### src/rtl/led_game_pkg.sv
`default_nettype none
// ============================================================================
// Module  : led_game_pkg
// Purpose : Shared definitions for the LED-count guessing game: FSM state
//           encoding, 7-seg glyph nibble codes and a binary to two-digit
//           BCD helper.
// Ports   : none (package)
// Revision: 1.0 - initial release
// ============================================================================
package led_game_pkg;

  typedef enum logic [2:0] {
    ST_IDLE  = 3'd0,
    ST_RUN   = 3'd1,
    ST_JUDGE = 3'd2,
    ST_HINT  = 3'd3,
    ST_WIN   = 3'd4,
    ST_LOSE  = 3'd5
  } state_t;

  // Glyph nibbles understood by the shared 7-seg driver (0-9 are digits).
  localparam logic [3:0] c_glyph_g     = 4'h9;  // '9' doubles as 'g'
  localparam logic [3:0] c_glyph_o     = 4'h0;  // '0' doubles as 'o'
  localparam logic [3:0] c_glyph_n     = 4'hA;
  localparam logic [3:0] c_glyph_l     = 4'hB;
  localparam logic [3:0] c_glyph_d     = 4'hC;
  localparam logic [3:0] c_glyph_u     = 4'hD;
  localparam logic [3:0] c_glyph_p     = 4'hE;
  localparam logic [3:0] c_glyph_blank = 4'hF;

  // Binary 0..99 to {tens, ones} BCD.
  function automatic logic [7:0] bin_to_bcd2(input logic [6:0] bin);
    logic [3:0] tens;
    tens = 4'(bin / 7'd10);
    return {tens, 4'(bin - 7'(tens) * 7'd10)};
  endfunction

endpackage
`default_nettype wire

### src/rtl/lfsr16.sv
`default_nettype none
// ============================================================================
// Module  : lfsr16
// Purpose : 16-bit Fibonacci LFSR, taps 16/15/13/4 (maximal length).
// Ports   : clk     in  1   system clock
//           reset_n in  1   asynchronous active-low reset, loads seed
//           enable  in  1   advance one step per cycle when high
//           seed    in  16  reset value, must be non-zero
//           state   out 16  current LFSR state
// Revision: 1.0 - initial release
// ============================================================================
module lfsr16 (
  input  logic        clk,
  input  logic        reset_n,
  input  logic        enable,
  input  logic [15:0] seed,
  output logic [15:0] state
);

  logic [15:0] r_state;
  logic        w_feedback;

  assign w_feedback = r_state[15] ^ r_state[14] ^ r_state[12] ^ r_state[3];

  always_ff @(posedge clk or negedge reset_n) begin
    if (!reset_n) begin
      r_state <= seed;
    end else if (enable) begin
      r_state <= {r_state[14:0], w_feedback};
    end
  end

  assign state = r_state;

endmodule
`default_nettype wire

### src/rtl/led_count_game.sv
`default_nettype none
// ============================================================================
// Module  : led_count_game
// Purpose : LED-count guessing game. A random target (1..NUM_LEDS) is shown
//           on the 7-seg while an LED bar animates; the player freezes it
//           with GO/STOP and gets UP/dn hints for up to MAX_TRIES attempts.
// Ports   : clk         in  1        system clock
//           reset_n     in  1        asynchronous active-low reset
//           active      in  1        mode enable; low clears to IDLE
//           btn_go_stop in  1        debounced button level
//           anim_mode   in  1        0 = bounce, 1 = random level per tick
//           led         out NUM_LEDS thermometer bar filled from the MSB
//           seg_data    out 16       four glyph nibbles, [15:12] leftmost
//           tries_left  out 4        attempts remaining this round
//           score       out 7        rounds won, saturating at 99
//           win_pulse   out 1        one-cycle pulse on entry to WIN
//           lose_pulse  out 1        one-cycle pulse on entry to LOSE
// Revision: 1.0 - initial release
// ============================================================================
module led_count_game
  import led_game_pkg::*;
#(
  parameter int          NUM_LEDS    = 16,
  parameter int          TICK_CYCLES = 100_000_000,
  parameter int          MAX_TRIES   = 3,
  parameter logic [15:0] LFSR_SEED   = 16'hACE1
) (
  input  logic                clk,
  input  logic                reset_n,
  input  logic                active,
  input  logic                btn_go_stop,
  input  logic                anim_mode,
  output logic [NUM_LEDS-1:0] led,
  output logic [15:0]         seg_data,
  output logic [3:0]          tries_left,
  output logic [6:0]          score,
  output logic                win_pulse,
  output logic                lose_pulse
);

  localparam int W   = $clog2(NUM_LEDS + 1);
  localparam int TCW = (TICK_CYCLES > 1) ? $clog2(TICK_CYCLES) : 1;

  localparam logic [TCW-1:0]      c_tick_last = TCW'(TICK_CYCLES - 1);
  localparam logic [W-1:0]        c_level_max = W'(NUM_LEDS);
  localparam logic [W-1:0]        c_level_min = W'(1);
  localparam logic [15:0]         c_num_leds  = 16'(NUM_LEDS);
  localparam logic [3:0]          c_max_tries = 4'(MAX_TRIES);
  localparam logic [6:0]          c_score_max = 7'd99;
  localparam logic [NUM_LEDS-1:0] c_all_on    = '1;

  state_t                r_state;
  state_t                w_state_nxt;
  logic [15:0]           w_lfsr;
  logic                  r_btn_prev;
  logic                  w_press;
  logic [TCW-1:0]        r_tick_cnt;
  logic                  w_tick;
  logic [W-1:0]          r_target;
  logic [W-1:0]          r_level;
  logic                  r_dir_up;
  logic                  r_shown;     // first tick of a round shows level 1 unchanged
  logic [W-1:0]          w_rand_level;
  logic [W-1:0]          w_step_level;
  logic                  w_step_dir_up;
  logic [NUM_LEDS-1:0]   w_bar;
  logic                  w_hit;
  logic                  w_win_set;
  logic                  w_lose_set;
  logic [3:0]            r_tries;
  logic [6:0]            r_score;
  logic [NUM_LEDS-1:0]   r_led;
  logic [15:0]           r_seg;
  logic [15:0]           w_seg;
  logic [7:0]            w_target_bcd;
  logic [7:0]            w_level_bcd;
  logic                  r_win;
  logic                  r_lose;

  // The LFSR free-runs regardless of mode so the round seed depends on
  // when the player enters the game.
  lfsr16 u_lfsr16 (
    .clk     (clk),
    .reset_n (reset_n),
    .enable  (1'b1),
    .seed    (LFSR_SEED),
    .state   (w_lfsr)
  );

  assign w_press      = btn_go_stop & ~r_btn_prev;
  assign w_tick       = (r_state == ST_RUN) && (r_tick_cnt == c_tick_last);
  assign w_rand_level = W'(w_lfsr % c_num_leds) + c_level_min;
  assign w_hit        = (r_level == r_target);

  // Next animation level: bounce without repeating the end points, or a
  // fresh random level.
  always_comb begin
    w_step_level  = r_level;
    w_step_dir_up = r_dir_up;
    if (anim_mode) begin
      w_step_level = w_rand_level;
    end else if (r_dir_up) begin
      if (r_level >= c_level_max) begin
        w_step_level  = r_level - c_level_min;
        w_step_dir_up = 1'b0;
      end else begin
        w_step_level  = r_level + c_level_min;
      end
    end else begin
      if (r_level <= c_level_min) begin
        w_step_level  = r_level + c_level_min;
        w_step_dir_up = 1'b1;
      end else begin
        w_step_level  = r_level - c_level_min;
      end
    end
  end

  // Bar for the level about to be displayed.
  assign w_bar = r_shown ? ~(c_all_on >> w_step_level) : ~(c_all_on >> r_level);

  // FSM next state and transition strobes.
  always_comb begin
    w_state_nxt = r_state;
    w_win_set   = 1'b0;
    w_lose_set  = 1'b0;
    case (r_state)
      ST_IDLE:  w_state_nxt = ST_RUN;
      ST_RUN:   if (w_press) w_state_nxt = ST_JUDGE;
      ST_JUDGE: begin
        if (w_hit) begin
          w_state_nxt = ST_WIN;
          w_win_set   = 1'b1;
        end else if (r_tries <= 4'd1) begin
          w_state_nxt = ST_LOSE;
          w_lose_set  = 1'b1;
        end else begin
          w_state_nxt = ST_HINT;
        end
      end
      ST_HINT:  if (w_press) w_state_nxt = ST_RUN;
      ST_WIN,
      ST_LOSE:  if (w_press) w_state_nxt = ST_IDLE;
      default:  w_state_nxt = ST_IDLE;
    endcase
    if (!active) begin
      w_state_nxt = ST_IDLE;
      w_win_set   = 1'b0;
      w_lose_set  = 1'b0;
    end
  end

  always_ff @(posedge clk or negedge reset_n) begin
    if (!reset_n) begin
      r_state <= ST_IDLE;
    end else begin
      r_state <= w_state_nxt;
    end
  end

  // Seven-segment formatting from the current registered state.
  assign w_target_bcd = bin_to_bcd2(7'(r_target));
  assign w_level_bcd  = bin_to_bcd2(7'(r_level));

  always_comb begin
    w_seg = {c_glyph_blank, c_glyph_blank, w_target_bcd};
    case (r_state)
      ST_HINT: begin
        if (r_level < r_target) begin
          w_seg = {w_level_bcd, c_glyph_u, c_glyph_p};
        end else begin
          w_seg = {w_level_bcd, c_glyph_d, c_glyph_n};
        end
      end
      ST_WIN:  w_seg = {c_glyph_g, c_glyph_o, c_glyph_o, c_glyph_d};
      ST_LOSE: w_seg = {c_glyph_l, c_glyph_blank, w_target_bcd};
      default: w_seg = {c_glyph_blank, c_glyph_blank, w_target_bcd};
    endcase
  end

  // Datapath: tick divider, level generator, scoring and registered outputs.
  always_ff @(posedge clk or negedge reset_n) begin
    if (!reset_n) begin
      r_btn_prev <= 1'b0;
      r_tick_cnt <= '0;
      r_target   <= c_level_min;
      r_level    <= c_level_min;
      r_dir_up   <= 1'b1;
      r_shown    <= 1'b0;
      r_tries    <= c_max_tries;
      r_score    <= '0;
      r_led      <= '0;
      r_seg      <= 16'hFFFF;
      r_win      <= 1'b0;
      r_lose     <= 1'b0;
    end else begin
      r_btn_prev <= btn_go_stop;
      r_win      <= w_win_set;
      r_lose     <= w_lose_set;
      if (!active) begin
        r_tick_cnt <= '0;
        r_level    <= c_level_min;
        r_dir_up   <= 1'b1;
        r_shown    <= 1'b0;
        r_tries    <= c_max_tries;
        r_led      <= '0;
        r_seg      <= 16'hFFFF;
      end else begin
        r_seg <= w_seg;
        if (r_state == ST_RUN) begin
          r_tick_cnt <= w_tick ? '0 : r_tick_cnt + TCW'(1);
        end else begin
          r_tick_cnt <= '0;
        end
        case (r_state)
          ST_IDLE: begin
            r_target <= w_rand_level;
            r_level  <= c_level_min;
            r_dir_up <= 1'b1;
            r_shown  <= 1'b0;
            r_tries  <= c_max_tries;
            r_led    <= '0;
          end
          ST_RUN: begin
            // A press in the tick cycle wins: the bar stays at the
            // pre-tick level that the player saw.
            if (w_tick && !w_press) begin
              r_led   <= w_bar;
              r_shown <= 1'b1;
              if (r_shown) begin
                r_level  <= w_step_level;
                r_dir_up <= w_step_dir_up;
              end
            end
          end
          ST_JUDGE: begin
            if (w_hit) begin
              if (r_score < c_score_max) r_score <= r_score + 7'd1;
            end else begin
              r_tries <= r_tries - 4'd1;
            end
          end
          default: ;
        endcase
      end
    end
  end

  assign led        = r_led;
  assign seg_data   = r_seg;
  assign tries_left = r_tries;
  assign score      = r_score;
  assign win_pulse  = r_win;
  assign lose_pulse = r_lose;

endmodule
`default_nettype wire

### config.mk
export PLATFORM = sky130hd
export DESIGN_NAME = led_count_game
export DESIGN_NICKNAME = d
export VERILOG_FILES = /design/src/rtl/led_game_pkg.sv /design/src/rtl/lfsr16.sv /design/src/rtl/led_count_game.sv
export SDC_FILE = /design/constraint.sdc
export NUM_CORES = 1
export LEC_CHECK = 0
export ABC_AREA = 1
export CAP_MARGIN = 20
export CORE_MARGIN = 1.5
export CORE_UTILIZATION = 58
export DETAILED_ROUTE_END_ITERATION = 10
export PLACE_DENSITY = 0.8
export REMOVE_ABC_BUFFERS = 1
export SLEW_MARGIN = 25
export SYNTH_ARGS = -nofsm -noshare
export SYNTH_HDL_FRONTEND = slang
export SYNTH_SLANG_ARGS = --single-unit
### constraint.sdc
create_clock -name clk -period 3.2 [get_ports clk]
set_input_delay 0.8 -clock clk [delete_from_list [all_inputs] [get_ports clk]]
set_output_delay 0.8 -clock clk [all_outputs]
set_load 0.01 [all_outputs]
# Word-level counts from Yosys, hierarchy flattened
# Index checks and enable logic that the tools add are counted.
# word_totals
ff_bits	104
input_bits	5
word_cells	114
output_inout_bits	45
# op_classes
bitwise_logic	7
eq_ne	16
muxes	46
n_shift	2
multipliers	2
n_addsub	8
n_lt_le_gt_ge	5
n_reduce_logical	12
n_div	2
# ops
operator	count
$mux W27	3
$mux W16	4
$pmux W16 S3	1
$mux W5	8
$not A16 Y16	2
$pmux W16 S2	1
$shr A16 B5 Y16 const A	2
$add A27 B1 Y27 const B	1
$eq A27 B27 Y1 const B	1
$mux W3	6
$ne A3 B3 Y1 const B	6
$mux W1	16
$pmux W3 S5	1
$div A5 B4 Y7 const B	2
$pmux W5 S2	1
$mul A4 B3 Y3 const B	2
$mux W4	2
$pmux W4 S2	1
$reduce_and A4 Y1	2
$sub A4 B4 Y4	2
$add A7 B1 Y7 const B	1
$lt A7 B7 Y1 const B	1
$eq A3 B2 Y1 const B	2
$eq A3 B3 Y1 const B	2
22 further kinds	30

# Logic depth before layout (Yosys ltp)
# Gate-level depths: netlist (run 1).
# logic_depth
ltp_word	10
ltp_mapped	15

# Least setup slack after synthesis (run 1)
# OpenSTA, ideal clock, no wires.
# synth_path
path_type	flip-flop to flip-flop
start	reg r_target[3]
end	reg r_seg[3] (netlist: seg_data[3])
path_stages_with_launch	16
setup_slack_ns	0.949
t_arrival_ns	2.175
n_path_buf	0
setup_ns	0.076
cell_sequence	dfrtp_1 -> inv_1 -> nand2_1 -> ha_1 -> o21bai_1 -> nor2_1 -> o211ai_1 -> nand2_1 -> ha_1 -> inv_1 -> ha_1 -> or2_2 -> xor2_1 -> nand2_1 -> nand2_1 -> nand2_1
# synth_via
elab_chain_cells	5
# synth_lines
element	line	source
start: declaration	led_count_game.sv:59	logic [W-1:0] r_target;
start signal: assignment	led_count_game.sv:186	r_target <= c_level_min;
start signal: assignment	led_count_game.sv:217	r_target <= w_rand_level;
$div A5 B4 Y7	led_game_pkg.sv:34	tens = 4'(bin / 7'd10);
$mul A4 B3 Y3	led_game_pkg.sv:35	return {tens, 4'(bin - 7'(tens) * 7'd10)};
$sub A4 B4 Y4 *	led_game_pkg.sv:35	
$pmux W16 S3 *	led_count_game.sv:167	case (r_state)
$mux W16 *	led_count_game.sv:200	if (!active) begin
end signal: assignment	led_count_game.sv:209	r_seg <= w_seg;
end: declaration	led_count_game.sv:73	logic [15:0] r_seg;
# Mark *: on every way between the ends. The rest lies on a longest branch, timed or not.
# A chain may end at the register's enable or synchronous reset.

# Worst setup path in the final report (run 1)
# layout_path
start	in active
end	reg r_level[4]
# layout_via
elab_chain_cells	2
# layout_lines
element	line	source
start: declaration	led_count_game.sv:30	input logic active,
$ne A3 B2 Y1 (no source line), or another cell as far along	n/a	
$reduce_and A3 Y1 (no source line)	n/a	
end signal: assignment	led_count_game.sv:187	r_level <= c_level_min;
end signal: assignment	led_count_game.sv:202	r_level <= c_level_min;
end signal: assignment	led_count_game.sv:218	r_level <= c_level_min;
end: declaration	led_count_game.sv:60	logic [W-1:0] r_level;
# Parallel ways exist; a longest one is shown, timed or not.

==> results of run 1 <==
## cell type report
cell class | instances | area [um2]
inverter | 84 | 315
tap | 111 | 139
sequential | 103 | 2610
clock inverter | 3 | 45.0
fill | 739 | 2870
timing repair buffer | 52 | 523
multi-input combinational | 479 | 2500
clock buffer | 13 | 191
## layer usage
metal / share of wire [%] / up-vias / GRT usage (%)
met2: 47 / 147 / 42.4
met4: 1.7 / 0 / 8.88
met1: 46 / 2247 / 33.6
met5: 0 / - / 0
met3: 5.0 / 22 / 5.01
li1: - / 2298 / -
## cell families after synthesis
family | Yosys count | share of synthesized area (%)
multiplexers | 1 | 0.205
flip-flops | 103 | 47.6
adder cells (fa/ha/maj) | 22 | 5.01
buffers and inverters | 93 | 6.86
AND/OR/NAND/NOR | 352 | 28.1
AO/OA/AOI/OAI | 84 | 9.02
XOR/XNOR | 20 | 3.19
## worst register-to-register path, delay by kind of cell (launching register included)
family                   cells  cell delay (ns)
AO/OA/AOI/OAI                2             0.32
XOR/XNOR                     1             0.17
adder cells (fa/ha/maj)      3             0.49
buffers and inverters        2             0.18
flip-flops                   1             0.43
AND/OR/NAND/NOR              7             0.89
## layout by cell type (no fill, tap or decap), drive strengths merged, types with 2 or more instances in the layout
| master | n |
|---|---|
| a21oi | 22 |
| a31oi | 3 |
| buf | 4 |
| clkbuf | 13 |
| clkdlybuf4s50 | 48 |
| clkinv | 2 |
| dfrtp | 75 |
| dfstp | 28 |
| ha | 22 |
| inv | 84 |
| nand2 | 179 |
| nand3 | 49 |
| nand4 | 17 |
| nor2 | 78 |
| nor3 | 20 |
| nor4 | 3 |
| o211ai | 4 |
| o21ai | 44 |
| o31ai | 3 |
| or2 | 4 |
| xnor2 | 3 |
| xor2 | 17 |
## flip-flops by register name, indices dropped and copies added (netlist names), 3 cells and up
name and cells:
r_tick_cnt 27, led 16, u_lfsr16.state 16, seg_data 15
score 7, r_level 5, r_target 5, tries_left 4
r_state 3
## Yosys cell counts, types with 3 or more instances
library cell	instances	area share, %
ha_1	22	5.0
or2_2	4	0.46
dfstp_2	28	13
nand2_2	4	0.46
nor4_1	3	0.34
dfrtp_1	75	34
nor3_1	18	1.6
nor2_2	5	0.57
buf_2	4	0.36
a21oi_1	20	1.8
nand3_1	47	4.3
nand2_1	175	12
o21ai_1	6	0.55
nor2_4	3	0.62
inv_1	82	5.6
xnor2_1	3	0.48
o211ai_1	4	0.55
o21ai_0	37	3.4
nand4_1	17	1.9
xor2_1	17	2.7
nor2_1	70	4.8
a31oi_1	3	0.34
## power by group
part,leakage (nW),switching [W],total [W],internal (W)
sequential,1.32,0.0000935,0.00153,0.00143
clock,0.120,0.000447,0.000928,0.000481
combinational,1.54,0.000450,0.000718,0.000268
## per-stage QoR
step / hold WS [ns] / total power, W / setup WS, ns / utilization [%] / cell area (um2)
global placement: 0.334 / 0.00223 / 0.355 / 66.2 / 6090
CTS: 0.366 / 0.00319 / 0.581 / 68.8 / 6330
floorplan: 0.331 / 0.00196 / 0.948 / - / 5430
global route: 0.373 / 0.00334 / 0.305 / 68.8 / 6330
finish: 0.365 / 0.00317 / 0.559 / 68.8 / 6330
detailed placement: 0.340 / 0.00227 / 0.206 / 66.2 / 6090
## worst max-delay path by stage
stage	start	end	slack, ns	cells after the start
after floorplan	r_target[3]$_DFFE_PN0P_	seg_data[3]$_DFF_PN1_	0.95	15
after global placement	active	r_level[0]$_DFFE_PN1P_	0.35	10
after detailed placement	active	r_level[4]$_DFFE_PN0P_	0.21	11
after CTS	active	r_level[4]$_DFFE_PN0P_	0.58	11
after global routing	active	led[14]$_DFFE_PN0P_	0.31	11
final	active	r_level[4]$_DFFE_PN0P_	0.56	11
==> results.md, run 1 <==
* Pre-antenna DRT Iters at 4
* CTS tree: yes
* Crit-path slowest cell: clkdlybuf4s50_1
* Pin count of the biggest net entering global routing at 60
* Area grow syn2layout at 15.2%
* GRT overflow at 0
* Starting Density at 59.7%
* Worst path max stage delay at about 0.54 ns
* Initial antenna violation count at 0
* Initial drt markers at 271
* Hold Path Depth at 0
* FF+latch count, synth at 103
* Critical Path RT at 3.50 ns
* Vias in the first global route at between 4000 and 5000
* Syn_area_per_cell at 8.14 um2
* RR Endpoint: seg_data[3]$_DFF_PN1_
* Hold violation count in the final report at 0
* R2R cell count at 15
* Post-Layout Cell Count at 845
* Cell variety after synth at 46
* Slew margin rel. at about 49%
* Root Driver: clkbuf_8
* Async S/R FF share, synth at 100%
* RePlAce Congestion at 0.919
* Post-DP HPWL at 8860 um
* Hold path endpoint: u_lfsr16.state[10]$_DFF_PN1_
* TritonCTS Sinks at 103
* Max Fclk at 379 MHz
* Reg2reg setup slack at 0.66 ns
* Worst Tran Pin Value at 0.764 ns
* DIE WIDTH at around 100 um
* Setup violators final at 0
* Core area at 0.00920 mm2
* R2r startpoint: r_target[3]$_DFFE_PN0P_
* LEAKAGE at 2.99 nW
* Netlist Area Pre-Place at roughly 0.0055 mm2
* PostCTS Resize Cnt at 0
* Vias at 4714
* Die height at 100 um
* Fin nets at 756
* Buf/Inv on CP at 4
* Routed len/inst at 14.2 um
* # diodes at 0
* Share of layout cells above drive strength 1 at 10.1%
* VDD IR-drop max at 0.244 mV
* Crit path cell chain: clkdlybuf4s50_1 -> inv_1 -> nor2_1 -> nand2_1 -> o22ai_1 -> inv_1 -> nand3_2 -> buf_4 -> nor2_4 -> nand2_1 -> nand2_1
* Critical path startpoint category: primary input
* # placed instances at 829
* Worst setup path class: in -> reg
* Clock Tree Buf Depth at 2
* GRT Overall Usage at 25.5%
* Site Rows at 35
* Clk_lat worst skew at approximately 0.37 ns
* Die area at 0.0101 mm2
* RSZ-0062 raised after global routing: false
* Post-synth EDFFs at 0
* IO Count at 50
* Register area share after synthesis at 47.6%
* Fin Clk Skew at 0.0106 ns
* Clock Pin Slew Worst Setup and Hold Paths at 0.09 ns
* Top_reg_cell synth: dfrtp_1
* Sum Neg Setup Slack at 0 ns
* Crit. End Element: register
* H-Tree Level Count at 3
* Power Dens Cells at 501 mW/mm2
* Status: complete, no violations
* Max-slew violations at 0
* Worst path arrival time at 2.95 ns
* Post-route clock period utilization at 82.5%
* DRT Wirelength at 12000 um
* Min-delay src: u_lfsr16.state[9]$_DFF_PN0_
* Crit path max fanout at 9
* First-pass GRT wire length at 20400 um
* Final worst path period need at 2.64 ns
* Final ANT Viol Nets at 0
* # hold bufs at CTS at 0
* Path category of the worst min-delay check: reg -> reg
* YS warnings at 0
* DRC at 0
* Max Cap Viol at 0
* CP top delay family: buffers and inverters
* Post-CTS setup buffers at 0
* Routed vias/inst at 5.58
* Post-Synthesis Cells at 675
* TritonCTS Buffers at 9
* IO buf count at 49
* Most frequent CP cell: nand2_1
No activity file was read; power rests on OpenSTA's default activity.
==> run 2: changes to the inputs <==
--- a/config.mk
+++ b/config.mk
@@ -8,9 +8,9 @@
 export ABC_AREA = 1
 export CAP_MARGIN = 20
 export CORE_MARGIN = 1.5
-export CORE_UTILIZATION = 58
+export CORE_UTILIZATION = 52
 export DETAILED_ROUTE_END_ITERATION = 10
-export PLACE_DENSITY = 0.8
+export PLACE_DENSITY = 0.76
 export REMOVE_ABC_BUFFERS = 1
 export SLEW_MARGIN = 25
 export SYNTH_ARGS = -nofsm -noshare
==> constraint.sdc (replaced) <==
create_clock -name clk -period 2.4 [get_ports clk]
set_input_delay 0.6 -clock clk [delete_from_list [all_inputs] [get_ports clk]]
set_output_delay 0.6 -clock clk [all_outputs]
set_load 0.01 [all_outputs]
==> run 2 against run 1 <==
- global-route usage fell by 1.9 points
- critical path depth grew 4
- setup slack got worse by 0.48 ns
- sequential power up 33%
- clock skew down 0.00051 ns
- combinational power grew 42%
- via count is 2.8% higher
- cell count up 5.9%
- highest routed layer unchanged
- largest power group unchanged
- sequential share of layout area decreased by 1.3 points
==> results.md, run 2 (same netlist as run 1, synthesis figures left out) <==
* Post-Place Cell Area at 0.00627 mm2 (was 0.00609 mm2)
* Share of total power in the clock network at 25.0% (was 29.2%)
* IO buf count at 49 (unchanged)
* RSZ-0062 raised after global routing: true (was false)
* Pin count of the biggest net entering global routing at 54 (was 60)
* Critical Path RT at 2.71 ns (was 3.50 ns)
* Most frequent CP cell: nand2_1 (unchanged)
* Crit path max fanout at 5 (was 9)
* Setup violators final at 0 (unchanged)
* Comb pwr share at 25.0% (was 22.6%)
* Crit path cell chain: inv_2 -> nand2_2 -> ha_1 -> o21bai_4 -> nor2_4 -> o211ai_1 -> nand2_1 -> ha_1 -> inv_1 -> ha_1 -> or2_2 -> xor2_1 -> nand2_1 -> nand2_1 -> nand2_1 (was clkdlybuf4s50_1 -> inv_1 -> nor2_1 -> nand2_1 -> o22ai_1 -> inv_1 -> nand3_2 -> buf_4 -> nor2_4 -> nand2_1 -> nand2_1)
* Post-route cell area at 0.00653 mm2 (was 0.00633 mm2)
* Share of layout cells above drive strength 1 at 14.5% (was 10.1%)
* VDD IR-drop max at 0.372 mV (was 0.244 mV)
* Initial drt markers at 297 (was 271)
* Post-DP HPWL at 9330 um (was 8860 um)
* # hold bufs at CTS at 0 (unchanged)
* Initial antenna violation count at 0 (unchanged)
* Starting Density at 53.4% (was 59.7%)
* Crit. End Element: register (unchanged)
* H-Tree Level Count at 3 (unchanged)
* First-pass GRT wire length at 21200 um (was 20400 um)
* RePlAce Congestion at 0.893 (was 0.919)
* Die height at 106 um (was 100 um)
* Max Fclk at 431 MHz
* Final worst path period need at 2.32 ns
* Max FFs per register at 27 (unchanged)
* Vias at 4847 (was 4714)
* Root Driver: clkbuf_8 (unchanged)
* GRT overflow at 0 (unchanged)
* Routed len/inst at 14.0 um (was 14.2 um)
* Cell internal pwr at 0.00270 W (was 0.00218 W)
* Vias in the first global route at 4639 (was 4477)
* TritonCTS Buffers at 9 (unchanged)
* Routed vias/inst at 5.42 (was 5.58)
* Worst path arrival time at 2.63 ns (was 2.95 ns)
* Critical path startpoint category: register (was primary input)
* Post-route clock period utilization at 96.7%
* Die area at 0.0112 mm2 (was 0.0101 mm2)
* Max-slew violations at 0 (unchanged)
* Seq pwr share at 50.0% (was 48.1%)
* Pre-antenna DRT Iters at 6 (was 4)
* DRC at 0 (unchanged)
* TritonCTS Sinks at 103 (unchanged)
* IO Count at 50 (unchanged)
* CTS tree: yes (unchanged)
* Largest Register: r_tick_cnt (unchanged)
* Clock Tree Buf Depth at 2 (unchanged)
* DIE WIDTH at 106 um (was 100 um)
* Path category of the worst min-delay check: in -> async (was reg -> reg)
* Max Cap Viol at 0 (unchanged)
* Power Dens Cells at 625 mW/mm2 (was 501 mW/mm2)
* LEAKAGE at 3.08 nW (was 2.99 nW)
* Clock Pin Slew Worst Setup and Hold Paths at 0.10 ns (was 0.09 ns)
* Most common cell after layout, fill and taps aside: nand2_1 (unchanged)
* Switching Fraction at 33.7% (was 31.2%)
* Crit-path slowest cell: dfrtp_1 (was clkdlybuf4s50_1)
* Area grow syn2layout at 18.9% (was 15.2%)
* GRT Overall Usage at 23.6% (was 25.5%)
* Core area at 0.0103 mm2 (was 0.00920 mm2)
* Worst setup path class: reg -> reg (was in -> reg)
* Tot Pwr at 0.00408 W (was 0.00317 W)
* Final ANT Viol Nets at 0 (unchanged)
* Fin nets at 781 (was 756)
* Site Rows at 37 (was 35)
* Fin Clk Skew at 0.0101 ns (was 0.0106 ns)
* Slew margin rel. at 72.4% (was 49.1%)
* DRT Wirelength at 12500 um (was 12000 um)
* Sw Pwr at 0.00137 W (was 0.000991 W)
* Worst path max stage delay at 0.42 ns (was 0.54 ns)
* Status: complete, no violations (unchanged)
* Hold violation count in the final report at 0 (unchanged)
* Clk_lat worst skew at 0.38 ns (was 0.37 ns)
* Worst Tran Pin Value at 0.413 ns (was 0.764 ns)
* # diodes at 0 (unchanged)
* Most frequent cells in the layout: nand2_1 (172), inv_1 (80), dfrtp_1 (75) (was nand2_1 (175), inv_1 (82), dfrtp_1 (75))
run 2: area by class of cell:
| class | count | area (um2) |
|---|---|---|
| clock buffers | 10 | 128 |
| clock inverters | 6 | 53.8 |
| inverters | 84 | 319 |
| well taps | 136 | 170 |
| multi-input cells | 479 | 2540 |
| flip-flops and latches | 103 | 2610 |
| fillers | 878 | 3750 |
| repair buffers | 77 | 711 |
run 2: critical path, delay by kind of cell, from the launching register on:
kind	cells	cell delay [ns]
fa+ha+maj	3	0.50
xor+xnor	1	0.15
buf+inv	2	0.12
simple gates	7	0.78
flops	1	0.42
compound gates	2	0.31
run 2: metal layers:
metal / share of wire [%] / vias to the layer above / global-route usage (%) / wire length, um
li1: - / 2351 / - / -
met3: 4.3 / 28 / 3.03 / 544
met4: 2.7 / 0 / 10.0 / 341
met1: 46 / 2316 / 31.4 / 5710
met2: 47 / 152 / 39.0 / 5940
met5: 0 / - / 0 / 0
run 2: power groups by stage:
stage / combinational (W) / clock (W) / sequential (W)
after floorplan: 0.000524 / 0 / 0.00209
after global placement: 0.000973 / 0 / 0.00206
after detailed placement: 0.00101 / 0 / 0.00207
after CTS: 0.00101 / 0.00104 / 0.00204
after global routing: 0.00115 / 0.00110 / 0.00206
final: 0.00102 / 0.00102 / 0.00204
run 2: final timing paths:
| path | endpoint | startpoint | slack [ns] | cells past startpoint |
|---|---|---|---|---|
| worst max-delay path | seg_data[3]$_DFF_PN1_ | r_target[2]$_DFFE_PN0P_ | 0.08 | 15 |
| worst min-delay path | score[0]$_DFFE_PN0P_ | reset_n | 0.14 | 1 |
| worst max register to register | seg_data[3]$_DFF_PN1_ | r_target[2]$_DFFE_PN0P_ | 0.08 | 15 |
| worst min register to register | u_lfsr16.state[9]$_DFF_PN0_ | u_lfsr16.state[8]$_DFF_PN0_ | 0.36 | 0 |
| max in group asynchronous | tries_left[1]$_DFFE_PN1P_ | reset_n | 1.58 | 2 |
| min in group clk | u_lfsr16.state[9]$_DFF_PN0_ | u_lfsr16.state[8]$_DFF_PN0_ | 0.36 | 0 |
run 2: through the flow:
stage	hold WS [ns]	instances	utilization (%)	setup slack [ns]	setup TNS, ns
5_1_grt	0.159	895	63.5	-0.0793	-0.111
4_1_cts	0.148	891	62.9	0.00198	0
3_3_place_gp	0.337	874	61.0	0.0354	0
3_5_place_dp	0.339	874	61.0	-0.0265	-0.0453
6_report	0.138	895	63.5	0.0800	0
2_1_floorplan	0.304	666	-	0.148	0
run 2: what timing repair did:
action / in CTS / in global routing
endpoints found under the setup margin: 1 / 18
hold endpoints to repair: 0 / 0
setup buffers: 1 / 4
pin swaps: 1 / 3
resized for setup: 2 / 11
